===== config.mk =====
export PLATFORM = sky130hd
export DESIGN_NAME = core_link_adapter_flat
export DESIGN_NICKNAME = d
export VERILOG_FILES = /design/src/rtl/core_link_adapter_if.sv /design/src/rtl/core_link_adapter.sv /design/src/flat_wrapper.sv
export SDC_FILE = /design/constraint.sdc
export NUM_CORES = 1
export LEC_CHECK = 0
export ABC_CLOCK_PERIOD_IN_PS = 1700
export BUFFER_PORTS_ARGS = -buffer_cell sky130_fd_sc_hd__buf_4
export CAP_MARGIN = 20
export CORE_MARGIN = 8
export CORE_UTILIZATION = 50
export CTS_BUF_LIST = sky130_fd_sc_hd__clkbuf_8
export DETAILED_ROUTE_END_ITERATION = 10
export PLACE_DENSITY = 0.75
export SKIP_LAST_GASP = 1
export SLEW_MARGIN = 20
export SYNTH_ARGS = -nofsm -noshare
export SYNTH_HDL_FRONTEND = slang
export SYNTH_SLANG_ARGS = --single-unit

===== constraint.sdc =====
create_clock -name clk -period 1.7 [get_ports clk]
set_input_delay 0.085 -clock clk [delete_from_list [all_inputs] [get_ports clk]]
set_output_delay 0.085 -clock clk [all_outputs]
set_load 0.05 [all_outputs]

===== src/rtl/core_link_adapter_if.sv =====
// core_link_adapter_if: byte/word link bundle between UART engines, core and adapter.
// master = adapter side (drives tx byte, data_in, tx_done, flags); slave = UART/core side.
`timescale 1ns/1ps
interface core_link_adapter_if;
  logic [7:0]  rx_byte;
  logic        rx_byte_valid;
  logic [7:0]  tx_byte;
  logic        tx_byte_start;
  logic        tx_byte_busy;
  logic [15:0] data_in;
  logic        data_in_valid;
  logic [15:0] data_out;
  logic        data_out_valid;
  logic        tx_done;
  logic        err_clr;
  logic        err_rx_overrun;
  logic        err_tx_overrun;
  logic        err_rx_timeout;

  modport master (
    input  rx_byte, rx_byte_valid, tx_byte_busy,
    input  data_out, data_out_valid, err_clr,
    output tx_byte, tx_byte_start,
    output data_in, data_in_valid, tx_done,
    output err_rx_overrun, err_tx_overrun, err_rx_timeout
  );

  modport slave (
    output rx_byte, rx_byte_valid, tx_byte_busy,
    output data_out, data_out_valid, err_clr,
    input  tx_byte, tx_byte_start,
    input  data_in, data_in_valid, tx_done,
    input  err_rx_overrun, err_tx_overrun, err_rx_timeout
  );
endinterface


===== src/rtl/core_link_adapter.sv =====
// core_link_adapter: packs UART RX byte pairs into 16-bit words for the core and
// splits core words into two UART TX bytes.
// Ports: clk, rstb (async active-low), lnk (core_link_adapter_if.master):
//   rx_byte/rx_byte_valid in, tx_byte/tx_byte_start out, tx_byte_busy in,
//   data_in/data_in_valid out, data_out/data_out_valid in, tx_done out,
//   err_clr in, err_rx_overrun/err_tx_overrun/err_rx_timeout out (sticky).
// data_in_valid and tx_done are stretched to VALID_HOLD cycles with an
// equal low gap, because the core samples on negedge and edge-detects them.
`timescale 1ns/1ps
module core_link_adapter #(
  parameter int HI_FIRST   = 1,
  parameter int VALID_HOLD = 2,
  parameter int RX_TIMEOUT = 4096
) (
  input  logic clk,
  input  logic rstb,
  core_link_adapter_if.master lnk
);

  localparam int TW = (RX_TIMEOUT > 0) ?
                      $clog2(RX_TIMEOUT + 1) : 1;
  localparam int HW = $clog2(2 * VALID_HOLD + 1);
  localparam logic [TW-1:0] TLAST = TW'(RX_TIMEOUT - 1);
  localparam logic [HW-1:0] H1 = HW'(VALID_HOLD - 1);
  localparam logic [HW-1:0] H2 = HW'(2 * VALID_HOLD - 1);

  typedef enum logic [1:0] {
    RX_HI, RX_LO, RX_PRESENT, RX_GAP
  } rx_st_t;

  typedef enum logic [2:0] {
    TX_IDLE, TX_B0, TX_W0, TX_B1, TX_W1, TX_DONE
  } tx_st_t;

  rx_st_t rx_st;
  tx_st_t tx_st;

  logic [7:0]    first;
  logic [TW-1:0] timer;
  logic [HW-1:0] rcnt;
  logic [15:0]   din_q;
  logic          dval_q;
  logic          e_rxo;
  logic          e_rxt;

  logic [15:0]   word;
  logic [7:0]    txb_q;
  logic          start_q;
  logic          done_q;
  logic [HW-1:0] tcnt;
  logic          skip;
  logic          e_txo;

  logic [15:0]   rx_word;
  logic [7:0]    b0;
  logic [7:0]    b1;

  assign rx_word = (HI_FIRST != 0) ?
                   {first, lnk.rx_byte} :
                   {lnk.rx_byte, first};
  assign b0 = (HI_FIRST != 0) ? word[15:8] : word[7:0];
  assign b1 = (HI_FIRST != 0) ? word[7:0]  : word[15:8];

  // RX: set beats clear because the set is written last.
  always_ff @(posedge clk or negedge rstb) begin
    if (!rstb) begin
      rx_st  <= RX_HI;
      first  <= '0;
      timer  <= '0;
      rcnt   <= '0;
      din_q  <= '0;
      dval_q <= 1'b0;
      e_rxo  <= 1'b0;
      e_rxt  <= 1'b0;
    end else begin
      if (lnk.err_clr) begin
        e_rxo <= 1'b0;
        e_rxt <= 1'b0;
      end
      unique case (rx_st)
        RX_HI: begin
          if (lnk.rx_byte_valid) begin
            first <= lnk.rx_byte;
            timer <= '0;
            rx_st <= RX_LO;
          end
        end
        RX_LO: begin
          if (lnk.rx_byte_valid) begin
            din_q  <= rx_word;
            dval_q <= 1'b1;
            rcnt   <= '0;
            rx_st  <= RX_PRESENT;
          end else if (RX_TIMEOUT != 0 &&
                       timer == TLAST) begin
            e_rxt <= 1'b1;
            timer <= '0;
            rx_st <= RX_HI;
          end else if (timer != '1) begin
            timer <= timer + 1'b1;
          end
        end
        RX_PRESENT: begin
          if (lnk.rx_byte_valid) e_rxo <= 1'b1;
          if (rcnt == H1) begin
            dval_q <= 1'b0;
            rx_st  <= RX_GAP;
          end
          rcnt <= rcnt + 1'b1;
        end
        RX_GAP: begin
          if (lnk.rx_byte_valid) e_rxo <= 1'b1;
          if (rcnt == H2) begin
            rcnt  <= '0;
            rx_st <= RX_HI;
          end else begin
            rcnt <= rcnt + 1'b1;
          end
        end
        default: rx_st <= RX_HI;
      endcase
    end
  end

  // TX: the first W cycle ignores busy, since the
  // UART only raises it the cycle after start.
  always_ff @(posedge clk or negedge rstb) begin
    if (!rstb) begin
      tx_st   <= TX_IDLE;
      word    <= '0;
      txb_q   <= '0;
      start_q <= 1'b0;
      done_q  <= 1'b0;
      tcnt    <= '0;
      skip    <= 1'b0;
      e_txo   <= 1'b0;
    end else begin
      start_q <= 1'b0;
      if (lnk.err_clr) e_txo <= 1'b0;
      if (lnk.data_out_valid && tx_st != TX_IDLE)
        e_txo <= 1'b1;
      unique case (tx_st)
        TX_IDLE: begin
          if (lnk.data_out_valid) begin
            word  <= lnk.data_out;
            tx_st <= TX_B0;
          end
        end
        TX_B0: begin
          if (!lnk.tx_byte_busy) begin
            txb_q   <= b0;
            start_q <= 1'b1;
            skip    <= 1'b1;
            tx_st   <= TX_W0;
          end
        end
        TX_W0: begin
          if (skip) skip <= 1'b0;
          else if (!lnk.tx_byte_busy) tx_st <= TX_B1;
        end
        TX_B1: begin
          if (!lnk.tx_byte_busy) begin
            txb_q   <= b1;
            start_q <= 1'b1;
            skip    <= 1'b1;
            tx_st   <= TX_W1;
          end
        end
        TX_W1: begin
          if (skip) begin
            skip <= 1'b0;
          end else if (!lnk.tx_byte_busy) begin
            done_q <= 1'b1;
            tcnt   <= '0;
            tx_st  <= TX_DONE;
          end
        end
        TX_DONE: begin
          if (tcnt == H1) done_q <= 1'b0;
          if (tcnt == H2) begin
            tcnt  <= '0;
            tx_st <= TX_IDLE;
          end else begin
            tcnt <= tcnt + 1'b1;
          end
        end
        default: tx_st <= TX_IDLE;
      endcase
    end
  end

  assign lnk.data_in        = din_q;
  assign lnk.data_in_valid  = dval_q;
  assign lnk.tx_byte        = txb_q;
  assign lnk.tx_byte_start  = start_q;
  assign lnk.tx_done        = done_q;
  assign lnk.err_rx_overrun = e_rxo;
  assign lnk.err_tx_overrun = e_txo;
  assign lnk.err_rx_timeout = e_rxt;

endmodule

===== src/flat_wrapper.sv =====
// flat-port wrapper written by rule: the top's interface ports become plain ports
module core_link_adapter_flat 
#(
  parameter int HI_FIRST   = 1,
  parameter int VALID_HOLD = 2,
  parameter int RX_TIMEOUT = 4096
)
  (clk, rstb, lnk_rx_byte, lnk_rx_byte_valid, lnk_tx_byte_busy, lnk_data_out, lnk_data_out_valid, lnk_err_clr, lnk_tx_byte, lnk_tx_byte_start, lnk_data_in, lnk_data_in_valid, lnk_tx_done, lnk_err_rx_overrun, lnk_err_tx_overrun, lnk_err_rx_timeout);
  core_link_adapter_if lnk_i ();
  input  logic clk;
  input  logic rstb;
  input wire logic [$bits(lnk_i.rx_byte)-1:0] lnk_rx_byte;
  input wire logic [$bits(lnk_i.rx_byte_valid)-1:0] lnk_rx_byte_valid;
  input wire logic [$bits(lnk_i.tx_byte_busy)-1:0] lnk_tx_byte_busy;
  input wire logic [$bits(lnk_i.data_out)-1:0] lnk_data_out;
  input wire logic [$bits(lnk_i.data_out_valid)-1:0] lnk_data_out_valid;
  input wire logic [$bits(lnk_i.err_clr)-1:0] lnk_err_clr;
  output wire logic [$bits(lnk_i.tx_byte)-1:0] lnk_tx_byte;
  output wire logic [$bits(lnk_i.tx_byte_start)-1:0] lnk_tx_byte_start;
  output wire logic [$bits(lnk_i.data_in)-1:0] lnk_data_in;
  output wire logic [$bits(lnk_i.data_in_valid)-1:0] lnk_data_in_valid;
  output wire logic [$bits(lnk_i.tx_done)-1:0] lnk_tx_done;
  output wire logic [$bits(lnk_i.err_rx_overrun)-1:0] lnk_err_rx_overrun;
  output wire logic [$bits(lnk_i.err_tx_overrun)-1:0] lnk_err_tx_overrun;
  output wire logic [$bits(lnk_i.err_rx_timeout)-1:0] lnk_err_rx_timeout;
  assign lnk_i.rx_byte = lnk_rx_byte;
  assign lnk_i.rx_byte_valid = lnk_rx_byte_valid;
  assign lnk_i.tx_byte_busy = lnk_tx_byte_busy;
  assign lnk_i.data_out = lnk_data_out;
  assign lnk_i.data_out_valid = lnk_data_out_valid;
  assign lnk_i.err_clr = lnk_err_clr;
  assign lnk_tx_byte = lnk_i.tx_byte;
  assign lnk_tx_byte_start = lnk_i.tx_byte_start;
  assign lnk_data_in = lnk_i.data_in;
  assign lnk_data_in_valid = lnk_i.data_in_valid;
  assign lnk_tx_done = lnk_i.tx_done;
  assign lnk_err_rx_overrun = lnk_i.err_rx_overrun;
  assign lnk_err_tx_overrun = lnk_i.err_tx_overrun;
  assign lnk_err_rx_timeout = lnk_i.err_rx_timeout;
  core_link_adapter #(.HI_FIRST(HI_FIRST), .VALID_HOLD(VALID_HOLD), .RX_TIMEOUT(RX_TIMEOUT)) u_core (.clk(clk), .rstb(rstb), .lnk(lnk_i));
endmodule

==> results.json, run 1 <==
{
  "status": "complete, but fails checks",
  "violations": "setup timing",
  "power.total_mw": 8.643,
  "fmax_mhz": 584.8,
  "post-route-util_pct": 67.39,
  "design_area_um2": 4810,
  "numCtsBuffers": 9,
  "grt_busiest_layer": "met2",
  "setup_viol": 1,
  "placed_area_um2": 4292,
  "drv_slew": 0,
  "synthArstFlopShare_pct": 100.0,
  "slowest_delay_ns": 0.48,
  "crit_top_cell": "and4_4",
  "initial_core_util_pct": 50.56,
  "place_hpwl_um": 5461,
  "worstSetupPathType": "reg2reg",
  "met2_usage_pct": 28.37,
  "antenna_left": 0,
  "final.period_utilization_pct": 100.6,
  "worstPathMaxFanout": 6,
  "antenna_found_initial": 0,
  "yosysTopAreaCell": "dfrtp_1",
  "synth-seq-cells": 79,
  "grt_pass1_wl_um": 13330,
  "drive_above_1_share_pct": 27.10,
  "syn_nets": 347,
  "syn_inst": 310,
  "rsz0062_at_grt": "yes",
  "die-width_um": 101.0,
  "htree_num_levels": 3,
  "multiInputGateArea_um2": 1550,
  "syn_area_per_cell_um2": 11.64,
  "ys_warn_count": 0,
  "yosysUniqueCellTypes": 47,
  "gp_congestion": 0.8665,
  "dieArea_um2": 10190,
  "min_period_ns": 1.710,
  "cp_data_required_time_ns": 1.98,
  "worstSetupEndpointType": "register",
  "wl_per_cell_um": 15.05,
  "wl_um": 7765,
  "fin_skew_ns": 0.005750,
  "ios": 60,
  "cp.arrival_ns": 1.99,
  "synthesis.area_um2": 3608,
  "met3_usage_pct": 6.077,
  "areaGrowthSynthToFinish_pct": 33.29,
  "finalSetupTns_ns": -0.009944,
  "final_cell_mix": "79 x dfrtp_1, 78 x buf_4, 39 x mux2_1, 27 x dlygate4sd3_1, 21 x nand2_1",
  "cts_tree": "yes",
  "dr.pass1.iters": 4,
  "grt_pass1_vias": 2867,
  "drcViolationCount": 0,
  "drtIter0Drc": 80,
  "path_cells": "ha_2 > and4_4 > and4_4 > or4b_4 > a21oi_2",
  "ys.flop_type": "dfrtp_1",
  "synth-edff-count": 0,
  "seqCellArea_um2": 1977,
  "grt_use_met1_pct": 18.28,
  "nets": 449,
  "grt-ovfl-total": 0,
  "vias": 2710,
  "ys_seq_area_share_pct": 54.79,
  "vias_per_cell": 5.252,
  "p_per_area_nw_per_um2": 1797,
  "port-buffer-count": 59,
  "insertion_delay_ns": 0.35,
  "coreArea_um2": 7137,
  "p_leak_nw": 2.182,
  "cpMaxStageDelayCell": "or4b_4",
  "crit_buf_inv": 0,
  "grt_usage_pct": 16.54,
  "layout_setup_ws_ns": -0.009944,
  "hp-class": "in2reg",
  "cts.sinks": 79,
  "rrSetupSlack_ns": -0.01,
  "maxCapViolations": 0,
  "clkSlewWorstSetupHoldPaths_ns": 0.08,
  "fp.dieH_um": 101.0,
  "yosysTopAreaCellShare_pct": 54.79,
  "row_count": 31,
  "n_fill_cell": 554,
  "grt_max_degree": 37,
  "ir_drop_mv": 1.297,
  "cts_root_buffer": "clkbuf_8",
  "relSlewSlack_pct": 68.90,
  "n_antenna_cell": 0,
  "clock_path_buffers": 2,
  "hold_viol_final": 0,
  "crit_family": "simple AND/OR/NAND/NOR gates",
  "startpoint_type": "register",
  "tightest_slew_ns": 0.4665,
  "hold_slack_ns": 0.03282,
  "ys_top_cells_by_area": "dfrtp_1 55%, mux2_1 12%, a21oi_1 2.6%",
  "mostFrequentLayoutCell": "dfrtp_1"
}
==> registers in the layout, indices dropped and copies added (netlist names), 3 cells and up, named ones only <==
signal,flops
u_core.timer,13
u_core.first,8
u_core.rcnt,3
u_core.lnk.tx_byte,8
u_core.lnk.data_in,16
u_core.tx_st,3
u_core.tcnt,3
u_core.word,16
==> power breakdown <==
part	total (mW)	internal (mW)	switching, mW	leakage (nW)
registers	3.19	2.67	0.516	0.962
clock network	1.44	0.723	0.718	0.0989
logic	4.01	1.60	2.41	1.12
total	8.64	5.00	3.65	2.18
==> what timing repair did <==
item                                   4_1_cts  5_1_grt
resized for setup                            0        7
setup buffers                                0        1
endpoints found under the hold margin       69        0
hold buffers                                27        0
setup endpoints to repair                    0       10
==> worst reg2reg max path: cells and delay by family, from the launching register on <==
family	cells	cell delay [ns]
simple gates	3	0.88
flops	1	0.41
fa+ha+maj	1	0.22
compound gates	1	0.14
==> cells by family (layout without fill, tap and decap cells) <==
group	Yosys count	count (layout)	share of synthesized area, %
AOI/OAI and AO/OA	63	63	10.89
and+or+nand+nor	79	79	11.82
DFF	79	79	54.79
adders and majority gates	7	7	2.427
muxes	51	51	15.60
xor gates and xnor gates	4	4	0.9708
buffers and inverters	27	134	3.502
==> path summary, 6_finish.rpt <==
kind	cells after the start	start	endpoint
setup / recovery	5	u_core.timer[0]$_DFFE_PN0P_	u_core.timer[9]$_DFFE_PN0P_
hold / removal	3	lnk_rx_byte_valid	u_core.lnk.err_rx_overrun$_DFF_PN0_
setup reg to reg	5	u_core.timer[0]$_DFFE_PN0P_	u_core.timer[9]$_DFFE_PN0P_
hold reg to reg	1	u_core.first[1]$_DFFE_PN0P_	u_core.lnk.data_in[9]$_DFFE_PN0P_
max in group asynchronous	3	rstb	u_core.lnk.tx_byte[1]$_DFFE_PN0P_
min in group asynchronous	2	rstb	u_core.lnk.data_in[13]$_DFFE_PN0P_
==> Yosys cell counts (3+ instances only) <==
cell      count
o41ai_1       3
inv_1        10
mux2i_1       9
nand2_1      21
xnor2_1       4
dfrtp_1      79
nand3_1       8
a31oi_1       3
nand2b_1      3
buf_2        14
ha_1          7
mux2_1       39
nor2b_1       5
a21oi_1      19
nor2_1       20
mux2_2        3
o21ai_0      11
o21ai_1       5
o31ai_1      11
==> routing by layer <==
metal	wire length (µm)	share of wire, %	up-vias
li1	-	-	1309
met4	123	1.6	0
met5	0	0	-
met3	497	6.4	13
met2	3962	51	53
met1	3181	41	1335
==> stage by stage <==
stage	setup WS, ns	instances
floorplan	0.001436	310
global placement	0.06828	472
detailed placement	0.03841	472
CTS	0.01393	515
global route	-0.06558	516
finish	-0.009944	516
==> cell type report <==
type                            instances  share of cell area [%]
Sequential cell                        79                   41.10
Multi-Input combinational cell        204                   32.23
Inverter                               10                  0.7804
Tap cell                               99                   2.575
Timing Repair Buffer                  108                   19.04
Clock inverter                          6                   1.405
Clock buffer                           10                   2.862
Power figures use the tool's default switching activity.
==> inputs of run 2 (changes only) <==
--- a/config.mk
+++ b/config.mk
@@ -5,7 +5,7 @@
 export SDC_FILE = /design/constraint.sdc
 export NUM_CORES = 1
 export LEC_CHECK = 0
-export ABC_CLOCK_PERIOD_IN_PS = 1700
+export ABC_CLOCK_PERIOD_IN_PS = 1470
 export BUFFER_PORTS_ARGS = -buffer_cell sky130_fd_sc_hd__buf_4
 export CAP_MARGIN = 20
 export CORE_MARGIN = 8
==> constraint.sdc (replaced) <==
create_clock -name clk -period 1.47 [get_ports clk]
set_input_delay 0.0735 -clock clk [delete_from_list [all_inputs] [get_ports clk]]
set_output_delay 0.0735 -clock clk [all_outputs]
set_load 0.05 [all_outputs]
==> run 2 against run 1 <==
  * The run still ends with setup timing left
  * Sequential cell count unchanged
  * First-iteration DRC count grew 49%
  * Sequential power is 19% higher
  * Hold slack improved by 0.049 ns
  * Critical path type unchanged
  * Critical endpoint unchanged
  * Largest cell class unchanged
==> results.json, run 2 (synthesis results as in run 1) <==
{
  "grt_pass1_wl_um": 15860,
  "vias": 3034,
  "areaGrowthSynthToFinish_pct": 52.11,
  "finalSetupTns_ns": -1.652,
  "final_cell_mix": "117 x buf_4, 76 x dfrtp_1, 30 x mux2_4, 27 x dlygate4sd3_1, 21 x nand2_1",
  "hold_viol_final": 0,
  "grt_max_degree": 30,
  "holdCritStartpoint": "lnk_tx_byte_busy",
  "startpoint_type": "register",
  "clkSlewWorstSetupHoldPaths_ns": 0.08,
  "cts_root_buffer": "clkbuf_8",
  "p_leak_nw": 2.616,
  "cts.sinks": 79,
  "design_area_um2": 5489,
  "hold_slack_ns": 0.08194,
  "port-buffer-count": 59,
  "fin_skew_ns": 0.01090,
  "layout_setup_ws_ns": -0.1728,
  "mostFrequentLayoutCell": "buf_4",
  "placedCellCount": 502,
  "ios": 60,
  "grt_pass1_vias": 3323,
  "placed_area_um2": 4577,
  "n_fill_cell": 431,
  "relSlewSlack_pct": 70.99,
  "crit_top_cell": "and4_4",
  "power.total_mw": 11.80,
  "worstPathMaxFanout": 7,
  "fp.dieH_um": 101.0,
  "antenna_found_initial": 0,
  "crit_buf_inv": 0,
  "drive_above_1_share_pct": 45.04,
  "coreArea_um2": 7137,
  "r2r-start": "u_core.timer[1]$_DFFE_PN0P_",
  "rrSetupSlack_ns": -0.17,
  "antenna_left": 0,
  "cpMaxStageDelayCell": "or4b_1",
  "vias_per_cell": 5.389,
  "ir_drop_mv": 1.398,
  "status": "complete, but fails checks",
  "row_count": 31,
  "maxCapViolations": 0,
  "htree_num_levels": 3,
  "drv_slew": 0,
  "r2r_end": "u_core.timer[9]$_DFFE_PN0P_",
  "stdcell_count": 563,
  "grt-ovfl-total": 0,
  "drtIter0Drc": 119,
  "cp_data_required_time_ns": 1.75,
  "violations": "setup timing",
  "cts_tree": "yes",
  "hold_path_depth": 4,
  "rr_worst_depth": 5,
  "clock_path_buffers": 2,
  "nets": 497,
  "wl_per_cell_um": 17.89,
  "numCtsBuffers": 9,
  "n_antenna_cell": 0,
  "grt_usage_pct": 19.98,
  "setup_viol": 37,
  "p_per_area_nw_per_um2": 2150,
  "gp_congestion": 0.8325,
  "die-width_um": 101.0,
  "hp-class": "in2reg",
  "wl_um": 10070,
  "hold_end": "u_core.skip$_DFFE_PN0P_",
  "rsz0062_at_grt": "yes",
  "multiInputGateArea_um2": 1797,
  "crit_family": "simple AND/OR/NAND/NOR gates",
  "worstSetupPathType": "reg2reg",
  "final.period_utilization_pct": 111.8,
  "seqCellArea_um2": 1981,
  "dieArea_um2": 10190,
  "drcViolationCount": 0,
  "initial_core_util_pct": 50.56,
  "min_period_ns": 1.643,
  "insertion_delay_ns": 0.35,
  "worstSetupEndpointType": "register",
  "dr.pass1.iters": 4,
  "fmax_mhz": 608.7,
  "tightest_slew_ns": 0.4295,
  "place_hpwl_um": 6171,
  "slowest_delay_ns": 0.51,
  "path_cells": "ha_2 > and4_4 > and4_4 > or4b_1 > a21oi_1",
  "cp.arrival_ns": 1.92
}
run 2: cell types whose count changed in the layout (fill, tap and decap cells not counted), moves of 3 or more:
cell and delta:
buf_6 +5, dfrtp_1 -3, mux2_4 +30, buf_4 +39
dfrtp_2 +3, mux2_1 -30, nor2b_1 -3
run 2: power by group:
group | internal (mW) | switching (mW) | total [mW]
logic | 2.82 | 3.26 | 6.08
clock network | 1.12 | 0.803 | 1.92
registers | 3.10 | 0.697 | 3.80
total | 7.05 | 4.76 | 11.8
run 2: what timing repair did:
item	4_1_cts	5_1_grt
resized for setup	28	32
cloned	2	2
hold buffers	27	0
endpoints found under the setup margin	45	56
pin swaps	6	9
endpoints found under the hold margin	84	0
buffers inserted	7	9
run 2: stage by stage:
stage | util, % | setup WS [ns]
after floorplan | - | -0.2212
after global placement | 64.13 | -0.1122
after detailed placement | 64.13 | -0.1465
after CTS | 73.90 | -0.1558
after global routing | 76.91 | -0.2140
final | 76.91 | -0.1728
run 2: final cells by class:
| cell class | instances | area share, % |
|---|---|---|
| flip-flops and latches | 79 | 36.08 |
| multi-input cells | 206 | 32.73 |
| repair buffers | 154 | 23.96 |
| clock buffers | 9 | 2.257 |
| well taps | 99 | 2.257 |
| clock inverters | 6 | 2.029 |
| inverters | 10 | 0.6838 |
run 2: worst max path at each step:
stage,startpoint,to,cells past startpoint
floorplan,u_core.timer[1]$_DFFE_PN0P_,u_core.timer[7]$_DFFE_PN0P_,6
global placement,u_core.timer[1]$_DFFE_PN0P_,u_core.timer[7]$_DFFE_PN0P_,5
detailed placement,u_core.timer[1]$_DFFE_PN0P_,u_core.timer[11]$_DFFE_PN0P_,6
CTS,u_core.timer[1]$_DFFE_PN0P_,u_core.timer[7]$_DFFE_PN0P_,5
global route,u_core.rx_st[0]$_DFFE_PN0P_,u_core.timer[7]$_DFFE_PN0P_,4
finish,u_core.timer[1]$_DFFE_PN0P_,u_core.timer[9]$_DFFE_PN0P_,5
run 2: per-layer routing:
metal / track usage (%) / wire, µm
met1: 21.22 / 4028
met2: 36.73 / 5418
met3: 4.972 / 430
met4: 8.133 / 195
met5: 0 / 0
run 2: worst reg2reg max path: cells and delay by family, from the launching register on:
| kind | cells | cell delay, ns |
|---|---|---|
| simple gates | 3 | 0.85 |
| compound gates | 1 | 0.13 |
| fa+ha+maj | 1 | 0.19 |
| flops | 1 | 0.39 |
